$ cat src/rtl/colorloop_sched_pkg.sv
// Shared types for the colorloop triangle scheduler: geometry/colour structs,
// the queued command record, FSM states and default parameter values.
package colorloop_sched_pkg;

   localparam int WIDTH  = 320;
   localparam int HEIGHT = 240;

   localparam int      DEF_DEPTH          = 4;
   localparam int      DEF_NUM_BANDS      = 1;
   localparam shortint DEF_BAND_STEP      = 16'sd4;
   localparam int      DEF_GAP_CYCLES     = 2;
   localparam int      DEF_TIMEOUT_CYCLES = 1048576;

   typedef struct packed {
      logic signed [15:0] x;
      logic signed [15:0] y;
      logic signed [15:0] z;
   } Vertex3D;

   typedef struct packed {
      Vertex3D p;
      Vertex3D q;
      Vertex3D r;
   } Triangle3D;

   typedef struct packed {
      logic [7:0] r;
      logic [7:0] g;
      logic [7:0] b;
   } Color;

   // 'tri' is a reserved net keyword, hence tri3d.
   typedef struct packed {
      Triangle3D tri3d;
      Color      rgb;
   } TriCmd;

   typedef enum logic [1:0] {IDLE, LOAD, RUN, GAP} SchedState;

endpackage

$ cat src/rtl/colorloop_sched_fifo.sv
// Command FIFO for the scheduler: registered count and pointers, head entry
// visible combinationally, push when full is dropped.
module tri_cmd_fifo
   import colorloop_sched_pkg::*;
#(
   parameter int DEPTH = DEF_DEPTH
) (
   input  logic                     clk,
   input  logic                     n_rst,
   input  logic                     i_push,
   input  TriCmd                    i_data,
   input  logic                     i_pop,
   output TriCmd                    o_data,
   output logic                     o_full,
   output logic                     o_empty,
   output logic [$clog2(DEPTH):0]   o_count
);

   localparam int PW = $clog2(DEPTH);
   localparam logic [PW:0] FULL_CNT = (PW+1)'(DEPTH);

   TriCmd         r_mem [DEPTH];
   logic [PW-1:0] r_wr_ptr, r_rd_ptr;
   logic [PW:0]   r_count;
   logic          w_push, w_pop;

   assign o_full  = (r_count == FULL_CNT);
   assign o_empty = (r_count == '0);
   assign o_count = r_count;
   assign o_data  = r_mem[r_rd_ptr];
   assign w_push  = i_push & ~o_full;
   assign w_pop   = i_pop & ~o_empty;

   always_ff @(posedge clk) begin
      if (w_push) r_mem[r_wr_ptr] <= i_data;
   end

   always_ff @(posedge clk or negedge n_rst) begin
      if (!n_rst) begin
         r_wr_ptr <= '0;
         r_rd_ptr <= '0;
         r_count  <= '0;
      end else begin
         if (w_push) r_wr_ptr <= r_wr_ptr + 1'b1;
         if (w_pop)  r_rd_ptr <= r_rd_ptr + 1'b1;
         case ({w_push, w_pop})
            2'b10:   r_count <= r_count + 1'b1;
            2'b01:   r_count <= r_count - 1'b1;
            default: r_count <= r_count;
         endcase
      end
   end

endmodule

$ cat src/rtl/colorloop_sched.sv
// Triangle scheduler in front of colorloop: queues commands, runs NUM_BANDS
// passes per triangle, reports frame completion on flush. Optional
// SCHED_TIMEOUT_EN adds a RUN watchdog and sticky timeout output.
module colorloop_sched
   import colorloop_sched_pkg::*;
#(
   parameter int      DEPTH      = DEF_DEPTH,
   parameter int      NUM_BANDS  = DEF_NUM_BANDS,
   parameter shortint BAND_STEP  = DEF_BAND_STEP,
   parameter int      GAP_CYCLES = DEF_GAP_CYCLES
`ifdef SCHED_TIMEOUT_EN
   , parameter int    TIMEOUT_CYCLES = DEF_TIMEOUT_CYCLES
`endif
) (
   input  logic               clk,
   input  logic               n_rst,
   input  logic               tri_valid,
   input  Triangle3D          tri_in,
   input  Color               rgb_in,
   output logic               tri_ready,
   input  logic               flush_req,
   input  logic               cl_done,
   output logic               cl_color_en,
   output Triangle3D          cl_ver,
   output Color               cl_rgb,
   output logic signed [15:0] cl_height,
   output logic               busy,
   output logic               frame_done,
`ifdef SCHED_TIMEOUT_EN
   output logic               timeout,
`endif
   output logic [15:0]        tri_count
);

   SchedState          r_state, w_state_nxt;
   Triangle3D          r_ver;
   Color               r_rgb;
   logic signed [15:0] r_height;
   logic [15:0]        r_band, r_gap, r_tri_count;
   logic               r_done_q, r_flush_pend;
   logic               w_pop, w_full, w_empty, w_rise, w_gap_done, w_more, w_to, w_frame_done;
   logic [$clog2(DEPTH):0] w_count;
   TriCmd              w_head, w_push_cmd;

   assign w_push_cmd = '{tri3d: tri_in, rgb: rgb_in};

   tri_cmd_fifo #(.DEPTH(DEPTH)) u_fifo (
      .clk(clk), .n_rst(n_rst),
      .i_push(tri_valid), .i_data(w_push_cmd), .i_pop(w_pop),
      .o_data(w_head), .o_full(w_full), .o_empty(w_empty), .o_count(w_count)
   );

   assign w_rise       = cl_done & ~r_done_q;
   assign w_gap_done   = (r_gap == '0);
   assign w_more       = (int'(r_band) + 1) < NUM_BANDS;
   assign w_frame_done = r_flush_pend & (r_state == IDLE) & w_empty;

   always_comb begin
      w_state_nxt = r_state;
      w_pop       = 1'b0;
      case (r_state)
         IDLE: if (!w_empty) begin
            w_pop       = 1'b1;
            w_state_nxt = LOAD;
         end
         LOAD: w_state_nxt = RUN;
         RUN: begin
            if (w_rise)    w_state_nxt = GAP;
            else if (w_to) w_state_nxt = IDLE;
         end
         GAP: if (w_gap_done) w_state_nxt = w_more ? RUN : IDLE;
         default: w_state_nxt = IDLE;
      endcase
   end

   always_ff @(posedge clk or negedge n_rst) begin
      if (!n_rst) begin
         r_state      <= IDLE;
         r_ver        <= '0;
         r_rgb        <= '0;
         r_height     <= '0;
         r_band       <= '0;
         r_gap        <= '0;
         r_tri_count  <= '0;
         r_done_q     <= 1'b0;
         r_flush_pend <= 1'b0;
      end else begin
         r_state      <= w_state_nxt;
         r_done_q     <= cl_done;
         r_flush_pend <= (r_flush_pend | flush_req) & ~w_frame_done;
         if (w_pop) begin
            r_ver    <= w_head.tri3d;
            r_rgb    <= w_head.rgb;
            r_band   <= '0;
            r_height <= '0;
         end
         if (r_state == RUN && w_rise) r_gap <= 16'(GAP_CYCLES - 1);
         // Band advance happens only as GAP expires, so outputs hold across RUN.
         if (r_state == GAP) begin
            if (!w_gap_done) begin
               r_gap <= r_gap - 16'd1;
            end else if (w_more) begin
               r_band   <= r_band + 16'd1;
               r_height <= r_height + BAND_STEP;
            end else begin
               r_tri_count <= r_tri_count + 16'd1;
            end
         end
      end
   end

`ifdef SCHED_TIMEOUT_EN
   logic [20:0] r_wdog;
   logic        r_timeout;

   assign w_to    = (r_state == RUN) & ~w_rise & (r_wdog == 21'(TIMEOUT_CYCLES - 1));
   assign timeout = r_timeout;

   always_ff @(posedge clk or negedge n_rst) begin
      if (!n_rst) begin
         r_wdog    <= '0;
         r_timeout <= 1'b0;
      end else begin
         if (r_state == RUN && !w_rise && !w_to) r_wdog <= r_wdog + 21'd1;
         else                                    r_wdog <= '0;
         if (w_to) r_timeout <= 1'b1;
      end
   end
`else
   assign w_to = 1'b0;
`endif

   assign tri_ready   = ~w_full;
   assign cl_color_en = (r_state == RUN);
   assign cl_ver      = r_ver;
   assign cl_rgb      = r_rgb;
   assign cl_height   = r_height;
   assign busy        = (r_state != IDLE) | (w_count != '0);
   assign frame_done  = w_frame_done;
   assign tri_count   = r_tri_count;

endmodule

$ cat config.mk
export PLATFORM = sky130hd
export DESIGN_NAME = colorloop_sched
export DESIGN_NICKNAME = d
export VERILOG_FILES = /design/src/rtl/colorloop_sched_pkg.sv /design/src/rtl/colorloop_sched_fifo.sv /design/src/rtl/colorloop_sched.sv
export SDC_FILE = /design/constraint.sdc
export NUM_CORES = 1
export LEC_CHECK = 0
export ABC_AREA = 1
export BUFFER_PORTS_ARGS = -buffer_cell sky130_fd_sc_hd__buf_2
export CAP_MARGIN = 30
export CORE_ASPECT_RATIO = 2
export CORE_UTILIZATION = 35
export CTS_CLUSTER_SIZE = 8
export DETAILED_ROUTE_END_ITERATION = 8
export GPL_TIMING_DRIVEN = 0
export PLACE_DENSITY = 0.57
export SETUP_SLACK_MARGIN = 0.2
export SLEW_MARGIN = 5
export SYNTH_ARGS = -nofsm -noshare
export SYNTH_HDL_FRONTEND = slang
export SYNTH_SLANG_ARGS = --single-unit
$ cat constraint.sdc
create_clock -name clk -period 9.1 [get_ports clk]
set_input_delay 0.91 -clock clk [delete_from_list [all_inputs] [get_ports clk]]
set_output_delay 0.91 -clock clk [all_outputs]
set_load 0.005 [all_outputs]
## Word level (Yosys, flattened, before mapping)

Memories as Yosys holds them, arrays and structs flattened. A register that Yosys moved wholly into a read port is not among the register bits.
Index checks and enable logic that the tools add are counted.

- $add $sub $neg: 9
- Order comparisons: 1
- Eq/ne operators: 9
- Multiplexer cells: 21
- Bitwise gates (word level): 13
- Reduce and logical (&&, ||, !) cells: 10

Operators by type and width:

| operator | number |
|---|---|
| 16-bit 2-to-1 mux | 11 |
| 16-bit by 1-bit adder with 16-bit output (second input constant) | 2 |
| 16-bit by 1-bit adder with 17-bit output (second input constant) | 1 |
| 17-bit by 1-bit < comparator with 1-bit output (second input constant) | 1 |
| 16-bit by 4-bit adder with 16-bit output (second input constant) | 1 |
| 16-bit zero test | 1 |
| 16-bit by 1-bit subtractor with 16-bit output (second input constant) | 1 |
| 2-bit 2-to-1 mux | 4 |
| 2-bit one-hot mux with 4 select lines | 1 |
| 1-bit bitwise AND | 6 |
| 2-bit equality test (second input constant) | 3 |
| 3-bit one-hot mux with 2 select lines | 1 |
| 3-bit AND reduction | 2 |
| 1-bit NOT | 5 |
| 2-bit by 1-bit adder with 2-bit output (second input constant) | 2 |
| 2-bit by 1-bit equality test with 1-bit output (second input constant) | 2 |
| 1-bit 2-to-1 mux | 4 |
| 2-bit != test (second input constant) | 2 |
| 2-bit nonzero test | 2 |
| 3-bit by 1-bit adder with 3-bit output (second input constant) | 1 |
| 3-bit equality test (second input constant) | 1 |
| 3-bit zero test | 1 |
| 3-bit nonzero test | 1 |
| 3-bit by 1-bit subtractor with 3-bit output (second input constant) | 1 |
| other kinds (5) | 6 |

- Register bits: 75
- Bits in writable memories: 672
- Input bits: 173
- Output and inout port bits: 204
- Logic and storage cells: 74
- Memories kept: 1

Memory list:

| memory | depth | bits a word | read ports | clocked after memory_dff | write ports | line | RTL |
|---|---|---|---|---|---|---|---|
| u_fifo.r_mem | 4 | 168 | 1 | 1 | 1 | colorloop_sched_fifo.sv:22 | `TriCmd r_mem [DEPTH];` |

## Depth between registers and ports, before layout

- Depth after elaboration: 7
- Mapped depth: 15
- Mapped depth without buffers: 15

## Cells and area by module

Synthesis repeated with hierarchy kept, for this count alone.

- Cell total of the unflattened synthesis: 3,266
- Area total of the unflattened synthesis: 37,468.4 um2

Modules (own cells, without submodules):

| module | times used | cells each | area each (um2) | seq. area each (um2) |
|---|---|---|---|---|
| tri_cmd_fifo | 1 | 2,021 | 27,287.4 | 20,354.5 |
| colorloop_sched | 1 | 1,245 | 10,181.0 | 5,905.7 |

## Worst setup path after synthesis

OpenSTA, ideal clock, no wires.

- Kind: input to register
- From: in tri_valid
- To: mem u_fifo.r_mem[0][0] in the netlist's numbering, enable pin
- Arrival time: 8.064 ns
- Data required time: 8.401 ns
- Setup slack: 0.337 ns
- Stages: 2
- Path buffers: 0
- Cells stage by stage: nand2_1 nor2_1

- Word-level cells in the longest chain between the ends: 3

RTL lines:

| what | line | RTL |
|---|---|---|
| from (decl) | colorloop_sched.sv:17 | `input logic tri_valid,` |
| 1-bit bitwise AND | colorloop_sched_fifo.sv:31 | `assign w_push = i_push & ~o_full;` |
| 1-bit 2-to-1 mux | colorloop_sched_fifo.sv:35 | `if (w_push) r_mem[r_wr_ptr] <= i_data;` |
| 1-bit 2-to-1 mux (not written as such) | colorloop_sched_fifo.sv:35 |  |
| to (decl) | colorloop_sched_fifo.sv:22 |  |

Every way passes these cells.

## Worst setup path in the final report

- From: reg r_state[1]
- To: reg u_fifo.r_count[2], in the netlist u_fifo.o_count[2]

- Word-level cells in the longest chain between the ends: 5

RTL lines:

| what | line | RTL |
|---|---|---|
| from (decl) | colorloop_sched.sv:35 | `SchedState r_state, w_state_nxt;` |
| from (signal assigned) | colorloop_sched.sv:88 | `r_state <= w_state_nxt;` |
| 2-bit zero test * | colorloop_sched.sv:61 | `case (r_state)` |
| 1-bit 2-to-1 mux * | colorloop_sched.sv:61 |  |
| via u_fifo.i_pop | colorloop_sched_fifo.sv:12 | `input logic i_pop,` |
| 1-bit bitwise AND * | colorloop_sched_fifo.sv:32 | `assign w_pop = i_pop & ~o_empty;` |
| 2-bit by 1-bit equality test with 1-bit output or 2-bit equality test (tied branches) | colorloop_sched_fifo.sv:46 | `case ({w_push, w_pop})` |
| 3-bit one-hot mux with 2 select lines or 2-bit nonzero test (tied branches) | - |  |
| to (signal assigned) | colorloop_sched_fifo.sv:47 | `2'b10: r_count <= r_count + 1'b1;` |
| to (signal assigned) | colorloop_sched_fifo.sv:48 | `2'b01: r_count <= r_count - 1'b1;` |
| to (signal assigned) | colorloop_sched_fifo.sv:49 | `default: r_count <= r_count;` |
| to (decl) | colorloop_sched_fifo.sv:24 | `logic [PW:0] r_count;` |

Mark *: on every way through the listed nets, which the timed path passes. The rest lies on a longest branch.
A chain may end at the register's enable or synchronous reset.

==> flow_summary.json <==
{
  "dp_cells": 4668,
  "rrSetupSlack_ps": 5180,
  "fin_crit_sh_pct": 43.0,
  "finalNonFillerCells": 4909,
  "initial_core_util_pct": 35.3,
  "grt_max_degree": 93,
  "io_buffers": 376,
  "p_int_uw": 9500,
  "end_kind": "flop",
  "seqPwrFrac_pct": 43.2,
  "grt_pass1_wl_microns": 152000,
  "numCtsBuffers": 132,
  "cp.arrival_ps": 4540,
  "pin_count": 377,
  "synth_cell_types": 35,
  "ir_worst_vdd_uv": 250,
  "ctsHoldBuffers": 0,
  "ant_nets": 0,
  "avgSynthCellArea_sq_um": 12.0,
  "timing.rr.start": "r_state[1]",
  "switching_share_pct": 31.4,
  "cts_root_buf": "clkbuf_16",
  "ys_seq_area_share_pct": 74.6,
  "overflow": 0,
  "slowest_stage": "clkbuf_1",
  "syn_to_final_growth_pct": 23.9,
  "cts_tree": "built",
  "fillCellCount": 9340,
  "post-route-min-period_ps": 3920,
  "finalSetupTns_ps": 0,
  "placementRows": 164,
  "path_max_fanout": 10,
  "cts_setup_buffers": 0,
  "dieArea_sq_mm": 0.102,
  "p_per_area_mw_per_mm2": 318,
  "drt-total-wl_microns": 102000,
  "hold_slack_ps": 140,
  "cp_num_buf_inv": 5,
  "gr-usage-all-layers_pct": 20.2,
  "status": "finished, final reports clean",
  "critPathMaxStageDelay_ps": 760,
  "gp_congestion": 0.793,
  "startpoint_type": "flop",
  "synthesis.area_sq_mm": 0.0352,
  "remaining_drc_errors": 0,
  "synth_xor_area_share_pct": 0.448,
  "crit_chain": "nor2_1, inv_1, nor2_1, buf_2, clkbuf_1, clkbuf_1, ha_1, inv_1, fa_1, a21oi_1, o21ai_0, xnor2_1",
  "combPwrFrac_pct": 23.4,
  "r2r_cells": 12,
  "reg2reg_to": "u_fifo.o_count[2]",
  "cp_top_family": "buffers and inverters",
  "synth_edf_count": 672,
  "synthSimpleGateAreaFrac_pct": 13.5,
  "cts_max_path_buffers": 3,
  "grt_pass1_vias": 24600,
  "avgRoutedWirePerCell_microns": 20.8,
  "core_area_sq_mm": 0.0997,
  "skew_ps": 21.8,
  "synthAdderAreaFrac_pct": 0.377,
  "ys_async_sr_fraction_pct": 26.6,
  "pre_cts_ws_ps": 5030,
  "rsz0062_at_grt": "no",
  "final_hold_viol_count": 0,
  "synthMuxAreaShare_pct": 0.114,
  "ys_ff_latch": 915,
  "via_count": 24000,
  "worstPathRequired_ps": 9720,
  "fin_ws_ps": 5180,
  "ys_dominant_reg_cell": "edfxtp_1",
  "worst_pin_slew_ps": 938,
  "grt_antenna_before_repair": 33,
  "p_leak_uw": 0.0173,
  "multi_input_area_sq_mm": 0.00795,
  "yosys_warnings": 0,
  "drv_slew": 0,
  "synth_top_family_by_area": "simple AND/OR/NAND/NOR gates",
  "drive_above_1_share_pct": 17.1,
  "synth_nets": 3106,
  "synth_compound_area_share_pct": 8.07,
  "regArea_sq_mm": 0.0263,
  "hpwl_microns": 69800,
  "switchingPower_uw": 4340,
  "power_frac_clock_pct": 33.4,
  "crit_type": "reg2reg",
  "cts.clk_slew.worst_paths_ps": 60,
  "fmax_ghz": 0.255,
  "die_x_microns": 226,
  "clkSinkCount": 915,
  "netlist_instances": 2923,
  "cap_violations": 0,
  "nets": 3657,
  "setup_violations": 0,
  "insertion_delay_ps": 740,
  "cts_resized": 0,
  "via_per_inst": 4.89,
  "die_h_microns": 450,
  "drt-initial-drc-count": 1362,
  "h-tree-depth": 4,
  "slew-limit-headroom_pct": 37.5,
  "hp-class": "in2async",
  "first_pass_iters": 7
}
-- cell usage in the layout (no fill, tap or decap), types with 3 or more instances in the layout --
cell | netlist | routed
mux2i_1 | 4 | 4
nor2_1 | 917 | 913
inv_6 | 0 | 3
nor3_1 | 10 | 10
buf_6 | 2 | 3
edfxtp_1 | 672 | 672
inv_1 | 90 | 90
nand2_1 | 161 | 161
buf_2 | 14 | 389
ha_1 | 9 | 9
o21ai_0 | 348 | 348
clkbuf_16 | 0 | 138
xnor2_1 | 8 | 8
xor2_1 | 10 | 10
nand4_1 | 21 | 21
nor2_4 | 4 | 8
buf_16 | 0 | 11
nand2_2 | 3 | 3
a21oi_1 | 7 | 7
diode_2 | 0 | 11
buf_1 | 26 | 26
clkinv_8 | 0 | 3
clkbuf_1 | 116 | 196
dfrtp_1 | 243 | 243
clkbuf_2 | 0 | 3
nand3_1 | 62 | 62
nor2_2 | 5 | 5
a31oi_1 | 168 | 168
buf_12 | 0 | 24
buf_8 | 0 | 6
clkinv_1 | 4 | 4
-- power by group through the flow --
stage	Clock (uW)	Combinational (uW)	Sequential, uW
2_1_floorplan	0	1570	6160
3_3_place_gp	0	3000	6410
3_5_place_dp	0	3300	6050
4_1_cts	4710	3310	5990
5_1_grt	4880	3610	6070
6_report	4620	3240	5980
-- synthesized netlist by cell type (3+ instances only) --
cell type | instances | area share [%]
o21ai_0 | 348 | 5.0
inv_1 | 90 | 0.96
nor2_4 | 4 | 0.13
clkbuf_1 | 116 | 1.2
nand4_1 | 21 | 0.37
nor2_2 | 5 | 0.089
dfrtp_1 | 243 | 17
xor2_1 | 10 | 0.25
buf_1 | 26 | 0.28
mux2i_1 | 4 | 0.11
edfxtp_1 | 672 | 57
nand2_2 | 3 | 0.053
clkinv_1 | 4 | 0.043
a21oi_1 | 7 | 0.10
nor2_1 | 917 | 9.8
ha_1 | 9 | 0.32
nor3_1 | 10 | 0.14
nand2_1 | 161 | 1.7
nand3_1 | 62 | 0.88
a31oi_1 | 168 | 3.0
buf_2 | 14 | 0.20
xnor2_1 | 8 | 0.20
-- cell type report --
cell class	count	share of cell area, %
flip-flops and latches	915	60.3
multi-input cells	1753	18.2
clock buffers	221	8.64
repair buffers	417	6.34
well taps	1328	3.81
plain buffers	160	1.48
inverters	95	0.818
clock inverters	9	0.333
diodes	11	0.0632
-- routing by layer --
layer / vias to the layer above / wire length (microns) / track usage [%]
li1: 11300 / - / -
met3: 238 / 7400 / 6.13
met2: 741 / 52800 / 35.6
met1: 11700 / 38300 / 22.1
met5: - / 229 / 0
met4: 38 / 3460 / 9.04
-- worst max-delay path by stage --
| stage | startpoint | end | cells past startpoint | slack [ps] |
|---|---|---|---|---|
| floorplan | tri_valid | u_fifo.r_mem[0][0] | 2 | 340 |
| global placement | tri_valid | u_fifo.r_mem[1][61] | 3 | -6950 |
| detailed placement | r_state[1] | u_fifo.o_count[2] | 12 | 5030 |
| CTS | r_state[1] | u_fifo.o_count[2] | 12 | 5000 |
| global route | r_state[0] | u_fifo.o_count[2] | 12 | 4840 |
| finish | r_state[1] | u_fifo.o_count[2] | 12 | 5180 |
-- metrics by stage --
| step | power, uW | area, sq um | utilization (%) |
|---|---|---|---|
| after floorplan | 7730 | 35200 | - |
| after global placement | 9410 | 38700 | 38.8 |
| after detailed placement | 9350 | 39600 | 39.7 |
| after CTS | 14000 | 43500 | 43.7 |
| after global routing | 14600 | 43600 | 43.7 |
| final | 13800 | 43600 | 43.7 |
-- kinds of logic (layout without fill, tap and decap cells) --
group,Yosys count,in the layout
simple gates,1196,1196
flops,915,915
compound gates,525,525
buf+inv,255,902
xor+xnor,18,18
fa+ha+maj,10,10
mux,4,4
other cells,0,11
-- flip-flops by register name, indices dropped and copies added (netlist names) --
name,cells
u_fifo.r_rd_ptr,2
r_flush_pend,1
tri_count,16
r_band,16
cl_rgb,24
cl_ver,144
u_fifo.o_count,3
cl_height,16
u_fifo.r_mem,672
r_gap,16
r_state,2
u_fifo.r_wr_ptr,2
r_done_q,1
-- worst register-to-register path: cells and delay by family (launching register included) --
family / cells / cell delay (ps)
AO/OA/AOI/OAI: 2 / 250
flip-flops: 1 / 390
buffers and inverters: 5 / 1960
XOR/XNOR: 1 / 140
AND/OR/NAND/NOR: 2 / 470
adder cells (fa/ha/maj): 2 / 610
No activity file was read; power rests on OpenSTA's default activity.
